$ cat src/rtl/sync_phase_pkg.sv
// Shared types for the phase sequencer: phase codes, marker decode and event layout.
// Pure definitions; no state, no flow control.
package sync_phase_pkg;

   typedef enum logic [2:0] {
      PH_VCTM  = 3'd0,
      PH_DELAY = 3'd1,
      PH_TEXE  = 3'd2,
      PH_LEAK  = 3'd3,
      PH_INIT  = 3'd4,
      PH_BIM   = 3'd5,
      PH_TRAIN = 3'd6,
      PH_NONE  = 3'd7
   } phase_e;

   localparam logic [19:0] MARKER_LOW20   = 20'h02013;
   localparam int          MARKER_IMM_MAX = 14;
   localparam int          EVT_TIME_W     = 32;

   typedef struct packed {
      logic [2:0]            phase;
      logic                  is_end;
      logic [EVT_TIME_W-1:0] ts;
   } evt_t;

   typedef struct packed {
      logic       hit;
      logic [2:0] phase;
      logic       is_end;
   } marker_t;

   // Marker encoding: the low 20 bits match, imm[3:1] is the phase, imm[0] flags END.
   function automatic marker_t decode_marker(input logic [31:0] inst);
      marker_t m;
      m.hit    = (inst[19:0] == MARKER_LOW20) && (inst[31:20] < 12'(MARKER_IMM_MAX));
      m.phase  = inst[23:21];
      m.is_end = inst[20];
      return m;
   endfunction

endpackage

$ cat src/rtl/sync_evt_fifo.sv
// Multi-push (NPUSH per cycle, lane order), single-pop event FIFO; head registered, 1-cycle push-to-valid.
// Pop is applied before push; pushes beyond free slots are dropped and raise a sticky overflow flag.
module sync_evt_fifo #(
   parameter int DEPTH = 8,
   parameter int W     = 36,
   parameter int NPUSH = 2
) (
   input  logic                     clock,
   input  logic                     reset,
   input  logic [NPUSH-1:0]         push_vld,
   input  logic [NPUSH-1:0][W-1:0]  push_dat,
   output logic                     pop_vld,
   input  logic                     pop_rdy,
   output logic [W-1:0]             pop_dat,
   output logic                     ovf
);
   localparam int          AW   = (DEPTH > 1) ? $clog2(DEPTH) : 1;
   localparam logic [AW:0] FULL = DEPTH[AW:0];

   logic [W-1:0]  mem_q [DEPTH];
   logic [W-1:0]  mem_d [DEPTH];
   logic [AW-1:0] rd_q, rd_d, wr;
   logic [AW:0]   cnt_q, cnt_d;
   logic [W-1:0]  head_q, head_d;
   logic          ovf_q, ovf_d;

   always_comb begin
      mem_d = mem_q;
      rd_d  = rd_q;
      cnt_d = cnt_q;
      ovf_d = ovf_q;
      if (pop_rdy && (cnt_q != '0)) begin
         rd_d  = rd_q + AW'(1);
         cnt_d = cnt_q - (AW+1)'(1);
      end
      wr = rd_d + cnt_d[AW-1:0];
      for (int i = 0; i < NPUSH; i++) begin
         if (push_vld[i]) begin
            if (cnt_d < FULL) begin
               mem_d[wr] = push_dat[i];
               wr        = wr + AW'(1);
               cnt_d     = cnt_d + (AW+1)'(1);
            end else begin
               ovf_d = 1'b1;
            end
         end
      end
      // Head keeps its last value while empty so it never picks up unwritten storage.
      head_d = (cnt_d != '0) ? mem_d[rd_d] : head_q;
   end

   always_ff @(posedge clock) begin
      if (!reset) begin
         rd_q   <= '0;
         cnt_q  <= '0;
         ovf_q  <= 1'b0;
         head_q <= '0;
      end else begin
         rd_q   <= rd_d;
         cnt_q  <= cnt_d;
         ovf_q  <= ovf_d;
         head_q <= head_d;
         for (int i = 0; i < DEPTH; i++) mem_q[i] <= mem_d[i];
      end
   end

   assign pop_vld = (cnt_q != '0);
   assign pop_dat = head_q;
   assign ovf     = ovf_q;

endmodule

$ cat src/rtl/sync_phase_sequencer.sv
// Phase-marker tracker: nesting FSM, phase cycle counter, taint window, timestamped event FIFO; state 1 cycle after commit.
// Events never stall commit (overflow drops + sticky flag); SYNC_PHASE_TIMEOUT_EN adds a per-phase timeout.
module sync_phase_sequencer
   import sync_phase_pkg::*;
#(
   parameter int COMMIT_W   = 2,
   parameter int FIFO_DEPTH = 8,
   parameter int CNT_W      = 32
`ifdef SYNC_PHASE_TIMEOUT_EN
   , parameter int TIMEOUT  = 100000
`endif
) (
   input  logic                  clock,
   input  logic                  reset,
   input  logic [COMMIT_W-1:0]   commit_valid,
   input  logic [COMMIT_W*32-1:0] commit_inst,
   output logic [2:0]            cur_phase,
   output logic                  in_phase,
   output logic                  taint_window,
   output logic [CNT_W-1:0]      phase_cycles,
   output logic                  evt_valid,
   input  logic                  evt_ready,
   output logic [2:0]            evt_phase,
   output logic                  evt_is_end,
   output logic [CNT_W-1:0]      evt_time,
   output logic                  err_order,
   output logic                  err_ovf,
   output logic                  err_timeout
);
   localparam logic ST_IDLE   = 1'b0;
   localparam logic ST_ACTIVE = 1'b1;
`ifdef SYNC_PHASE_TIMEOUT_EN
   localparam int TMO_N = 1;
`else
   localparam int TMO_N = 0;
`endif
   localparam int NPUSH = COMMIT_W + TMO_N;
   localparam int EVT_W = 4 + CNT_W;

   logic                        state_q, state_d;
   logic [2:0]                  cur_phase_q, phase_d;
   logic                        taint_q;
   logic                        err_order_q, err_order_d;
   logic                        start_seen;
   logic [CNT_W-1:0]            ts_q, phase_cycles_q;
   logic [NPUSH-1:0]            push_vld;
   logic [NPUSH-1:0][EVT_W-1:0] push_dat;
   logic [EVT_W-1:0]            head_dat;
   marker_t                     mk;
`ifdef SYNC_PHASE_TIMEOUT_EN
   logic                        tmo_fire;
   logic                        err_timeout_q;
`endif

   always_comb begin
      state_d     = state_q;
      phase_d     = cur_phase_q;
      err_order_d = err_order_q;
      start_seen  = 1'b0;
      push_vld    = '0;
      push_dat    = '0;
      mk          = '0;
`ifdef SYNC_PHASE_TIMEOUT_EN
      // Timeout closes the phase first, so same-cycle markers are applied from IDLE.
      tmo_fire = (state_q == ST_ACTIVE) && (phase_cycles_q == CNT_W'(TIMEOUT));
      if (tmo_fire) begin
         state_d     = ST_IDLE;
         push_vld[0] = 1'b1;
         push_dat[0] = {cur_phase_q, 1'b1, ts_q};
      end
`endif
      for (int i = 0; i < COMMIT_W; i++) begin
         mk = decode_marker(commit_inst[32*i +: 32]);
         if (commit_valid[i] && mk.hit) begin
            push_vld[i+TMO_N] = 1'b1;
            push_dat[i+TMO_N] = {mk.phase, mk.is_end, ts_q};
            if (!mk.is_end) begin
               if (state_d == ST_ACTIVE) err_order_d = 1'b1;
               state_d    = ST_ACTIVE;
               phase_d    = mk.phase;
               start_seen = 1'b1;
            end else if ((state_d == ST_ACTIVE) && (phase_d == mk.phase)) begin
               state_d = ST_IDLE;
            end else begin
               err_order_d = 1'b1;
            end
         end
      end
   end

   always_ff @(posedge clock) begin
      if (!reset) begin
         state_q        <= ST_IDLE;
         cur_phase_q    <= PH_NONE;
         taint_q        <= 1'b0;
         err_order_q    <= 1'b0;
         ts_q           <= '0;
         phase_cycles_q <= '0;
      end else begin
         state_q     <= state_d;
         cur_phase_q <= (state_d == ST_ACTIVE) ? phase_d : PH_NONE;
         taint_q     <= (state_d == ST_ACTIVE) && ((phase_d == PH_TEXE) || (phase_d == PH_LEAK));
         err_order_q <= err_order_d;
         ts_q        <= ts_q + CNT_W'(1);
         if (start_seen)
            phase_cycles_q <= '0;
         else if ((state_q == ST_ACTIVE) && (phase_cycles_q != '1))
            phase_cycles_q <= phase_cycles_q + CNT_W'(1);
      end
   end

`ifdef SYNC_PHASE_TIMEOUT_EN
   always_ff @(posedge clock) begin
      if (!reset)        err_timeout_q <= 1'b0;
      else if (tmo_fire) err_timeout_q <= 1'b1;
   end
   assign err_timeout = err_timeout_q;
`else
   assign err_timeout = 1'b0;
`endif

   sync_evt_fifo #(
      .DEPTH (FIFO_DEPTH),
      .W     (EVT_W),
      .NPUSH (NPUSH)
   ) u_fifo (
      .clock    (clock),
      .reset    (reset),
      .push_vld (push_vld),
      .push_dat (push_dat),
      .pop_vld  (evt_valid),
      .pop_rdy  (evt_ready),
      .pop_dat  (head_dat),
      .ovf      (err_ovf)
   );

   assign {evt_phase, evt_is_end, evt_time} = head_dat;
   assign cur_phase    = cur_phase_q;
   assign in_phase     = (state_q == ST_ACTIVE);
   assign taint_window = taint_q;
   assign phase_cycles = phase_cycles_q;
   assign err_order    = err_order_q;

endmodule

$ cat config.mk
export PLATFORM = sky130hd
export DESIGN_NAME = sync_phase_sequencer
export DESIGN_NICKNAME = d
export VERILOG_FILES = /design/src/rtl/sync_phase_pkg.sv /design/src/rtl/sync_evt_fifo.sv /design/src/rtl/sync_phase_sequencer.sv
export SDC_FILE = /design/constraint.sdc
export NUM_CORES = 1
export LEC_CHECK = 0
export ABC_AREA = 0
export CORE_UTILIZATION = 59
export CTS_CLUSTER_DIAMETER = 150
export DETAILED_ROUTE_END_ITERATION = 8
export MAX_ROUTING_LAYER = met4
export PLACE_DENSITY_LB_ADDON = 0.15
export SYNTH_ARGS = -nofsm -noshare
export SYNTH_HDL_FRONTEND = slang
export SYNTH_SLANG_ARGS = --single-unit
$ cat constraint.sdc
create_clock -name clock -period 6.7 [get_ports clock]
set_input_delay 1.005 -clock clock [delete_from_list [all_inputs] [get_ports clock]]
set_output_delay 1.005 -clock clock [all_outputs]
set_load 0.05 [all_outputs]
==> impl_results.md, run 1 <==
* Synth Area in Simple Gates at between 10% and 20%
* Synth Area in Compound Gates at about 17%
* Deepest clock path buffer count at 3
* Max-cap viol count at 0
* Grt ovf at 0
* Pin count of the biggest net entering global routing at between 100 and 150
* Ys async rst share at 0%
* Hold_buf cts at 0
* CTS root buf: clkbuf_16
* Hold Path End: u_fifo.ovf
* Slowest Stage Delay on Critical Path at between 0.8 and 0.9 ns
* Clock Skews at about 0.018 ns
* # diodes at 0
* Reg clk slew, reported paths at 0.06 ns
* Via density at 6.82
* Via count at 17700
* # DRC at 0
* H-tree levels at 2
* RD Place Congestion at between 0.9 and 1
* Register bit count reported by yosys at between 400 and 500
* Critical path peak fanout at 17
* Register area at about 11000 um2
* DRT iter0 DRCs at 1855
* Initial antenna violation count at 0
* Final HPWL DP at 38600 um
* Share of cells above drive strength 1 at between 10% and 20%
* LEAKAGE at 8.72 nW
* VDD IR max at between 0.2 and 0.3 mV
* # port buffers at 144
* Worst hold slack at 0.498 ns
* Synth Area in Adders at less than 1%
* Nets at between 2000 and 2500
* Resized cells post-CTS at 0
* Hold Fails Final Rpt at 0
* Distinct cell type count after synthesis at between 90 and 100
* Pwr Density at 362 nW/um2
* Area of the multi-input gates at 10300 um2
* Tcrit/Tclk final at roughly 88%
* Largest family of logic cells by synthesized area: compound AO/OA/AOI/OAI gates
* Vias in the first global route at 17200
* Routed WL at between 60000 and 70000 um
* Synthesis warning total at 0
* Hold path depth at 1
* Rows at 70
* Ys flop type: edfxtp_1
* Worst setup EP type: flop
* Unrepaired setup endpoints after global routing: no
* First-pass GRT wire length at 97300 um
* Min-delay src: u_fifo.ovf
* Syn_area_per_cell at roughly 11 um2
* Core ar. at ~37000 um2
* Worst endpoint required time at between 7 and 8 ns
* Final Max Tran Viols at 0
* Synth Instances at between 2000 and 2500
* Slew HR at approximately an eighth
* Die span in x at between 150 and 200 um
* Setup violations, final at 0
* Crit path kind: primary input to flop
* Synthesized Nets at approximately 2100
* Max Clk Rate at ~0.17 GHz
* Postcts setup bufs at 0
* Setup TNS at 0 ns
* R2R Path End: u_fifo.pop_dat[16]
* R2r setup slk at 0.86 ns
* Worst-margin pin slew at about 1.3 ns
* CP max stage cell: a21oi_2
* Fin crit period at a little under 6 ns
* Critical path launch point type: primary input
* Synth-to-layout area growth at 14.9%
* XOR/XNOR Fraction of Synth Area at 2.70%
* Routed Antenna Nets at 0
* DRT Pass-1 Iters at 6
* Outcome: complete, no violations
* R2R depth at 17
* WP data arrival at 6.32 ns
* Sequential fraction of the synthesis area at about half
* Initial core utilization at 60.1%
* Die footprint at ~38000 um2
* Delay-heaviest family, CP: compound AO/OA/AOI/OAI gates
* Worst reg2reg startpoint: u_fifo.cnt_q[0]
* Clk_lat worst skew at 0.59 ns
* Fill cells at approximately 2800
* Hold crit path type: flop to flop
* Multiplexer share of the synthesized area at around 12%
* Clock tree from TritonCTS: built
* CP bufs+invs at 5
* Mapped Area at about 22000 um2
* Die height at ~200 um
* Number of buffers created by CTS at between 40 and 50
* Wire length per cell at roughly 24 um
* IO Count at between 100 and 150
* Post-synth EDFFs at roughly 290
* Crit-path cells: clkdlybuf4s50_1 > nand2b_1 > o211a_1 > inv_1 > nand2_1 > fa_1 > clkinv_1 > buf_4 > ha_1 > a22oi_2 > o211ai_2 > a21oi_2 > buf_12 > a2111oi_2 > o211ai_1 > a31oi_1
* Sink Count at roughly 400
* Total track usage at between 30% and 40%
==> logic make-up after synthesis <==
| group | count (synthesis) |
|---|---|
| and+or+nand+nor | 585 |
| AOI/OAI and AO/OA | 511 |
| DFF | 402 |
| muxes | 235 |
| buffers and inverters | 206 |
| xor gates and xnor gates | 67 |
| adders and majority gates | 8 |
| other | 1 |
==> worst max path at each step <==
stage	slack, ns	depth (start not counted)	startpoint	to
2_1_floorplan	1.47	21	u_fifo.cnt_q[0]	u_fifo.pop_dat[22]
3_3_place_gp	0.55	16	evt_ready	u_fifo.pop_dat[2]
3_5_place_dp	0.41	16	evt_ready	u_fifo.pop_dat[15]
4_1_cts	1.00	16	evt_ready	u_fifo.pop_dat[1]
5_1_grt	0.50	17	u_fifo.cnt_q[0]	u_fifo.pop_dat[1]
6_report	0.83	16	evt_ready	u_fifo.pop_dat[16]
==> Yosys cell counts, drive strengths merged, types with 4 or more instances <==
cell type  number  share of area (%)
o21ai         156                3.6
buf            49                1.4
nor4           17               0.62
a211oi         23                1.0
nand3          48                1.1
nand2         183                3.1
a41oi           6               0.32
mux2i          38                1.7
and3           10               0.28
a21boi          6               0.22
nand4          28               0.93
nor4b           7               0.46
clkinv          4              0.074
o41ai           5               0.20
and3b           4               0.16
dfxtp         114                 10
xor2           27                1.1
o21a           15               0.51
nor2          103                1.8
or3            19               0.56
a2111oi        30                1.5
a211o           4               0.16
a2bb2oi        29                1.2
and2           40                1.1
edfxtp        288                 39
mux2          197                 10
o211ai         39                1.5
inv            39               0.66
and4            8               0.32
xnor2          40                1.6
nand3b          6               0.20
o211a           7               0.32
clkbuf        114                1.9
nor2b           6               0.17
nor3           88                2.1
o2111ai         8               0.32
a221oi         29                1.4
a21oi          36               0.82
ha              7               0.40
a31oi          60                1.7
nand2b          5               0.14
o32a            4               0.18
o31ai           9               0.31
o221a          29                1.5
==> per-layer routing <==
layer | wire length [um] | vias up | GRT usage, % | share of wire, %
met5 | 0 | - | - | 0
met2 | 29400 | 1019 | 53.3 | 47
met3 | 5710 | 178 | 5.42 | 9.1
met4 | 2170 | 0 | 13.6 | 3.5
met1 | 25200 | 8616 | 43.0 | 40
li1 | - | 7880 | - | -
==> flip-flops by register name, summed over array words and instances, names as in the netlist <==
signal,flops
err_order,1
u_fifo.ovf,1
cur_phase,3
u_fifo.mem_q,288
in_phase,1
phase_cycles,32
u_fifo.cnt_q,4
ts_q,32
taint_window,1
u_fifo.pop_dat,36
u_fifo.rd_q,3
==> cells in the final DEF (no fill, tap or decap), types with 18 or more instances in the layout <==
cell,Yosys,layout
dfxtp_1,114,114
or3_1,18,18
inv_1,37,37
xnor2_1,39,39
a31oi_1,60,60
o211ai_1,33,33
mux2i_1,37,37
nand3_1,48,48
a221oi_1,20,20
o21ai_0,152,152
a2bb2oi_1,29,29
xor2_1,27,27
clkbuf_16,0,44
nor2_1,101,96
a2111oi_0,18,18
nand4_1,26,26
nor3_1,84,84
o221a_2,29,29
buf_4,11,46
mux2_1,43,43
and2_1,39,39
clkdlybuf4s50_1,0,143
edfxtp_1,288,288
mux2_2,138,138
nand2_1,183,183
a21oi_1,36,35
==> cell type report <==
| cell class | count | area share [%] |
|---|---|---|
| Clock inverter | 20 | 0.840 |
| Tap cell | 468 | 2.31 |
| Clock buffer | 59 | 4.73 |
| Inverter | 43 | 0.642 |
| Multi-Input combinational cell | 1407 | 40.7 |
| Sequential cell | 402 | 43.2 |
| Timing Repair Buffer | 197 | 7.63 |
==> where the power goes <==
group / switching [W] / total [W] / internal (W)
Combinational: 0.00255 / 0.00375 / 0.00120
Sequential: 0.000128 / 0.00302 / 0.00289
Clock: 0.00104 / 0.00239 / 0.00135
Total: 0.00372 / 0.00916 / 0.00544
==> metrics by stage <==
stage | power, W | worst slack [ns] | cells | cell area (um2) | util (%)
5_1_grt | 0.00949 | 0.505 | 2596 | 25300 | 69.0
2_1_floorplan | 0.00541 | 1.47 | 2015 | 22000 | -
3_3_place_gp | 0.00666 | 0.552 | 2517 | 23900 | 65.2
6_report | 0.00916 | 0.834 | 2596 | 25300 | 69.0
4_1_cts | 0.00912 | 1.00 | 2596 | 25300 | 69.0
3_5_place_dp | 0.00672 | 0.412 | 2517 | 23900 | 65.2
(Power assumes the default switching activity.)
==> inputs of run 2 (changes only) <==
--- a/config.mk
+++ b/config.mk
@@ -7,10 +7,11 @@
 export LEC_CHECK = 0
 export ABC_AREA = 0
 export CORE_UTILIZATION = 59
-export CTS_CLUSTER_DIAMETER = 150
+export CTS_CLUSTER_DIAMETER = 200
 export DETAILED_ROUTE_END_ITERATION = 8
 export MAX_ROUTING_LAYER = met4
 export PLACE_DENSITY_LB_ADDON = 0.15
+export SETUP_SLACK_MARGIN = 0.15
 export SYNTH_ARGS = -nofsm -noshare
 export SYNTH_HDL_FRONTEND = slang
 export SYNTH_SLANG_ARGS = --single-unit
==> results of run 2 <==
No change in the layout: final DEF, timing and power equal those of run 1.
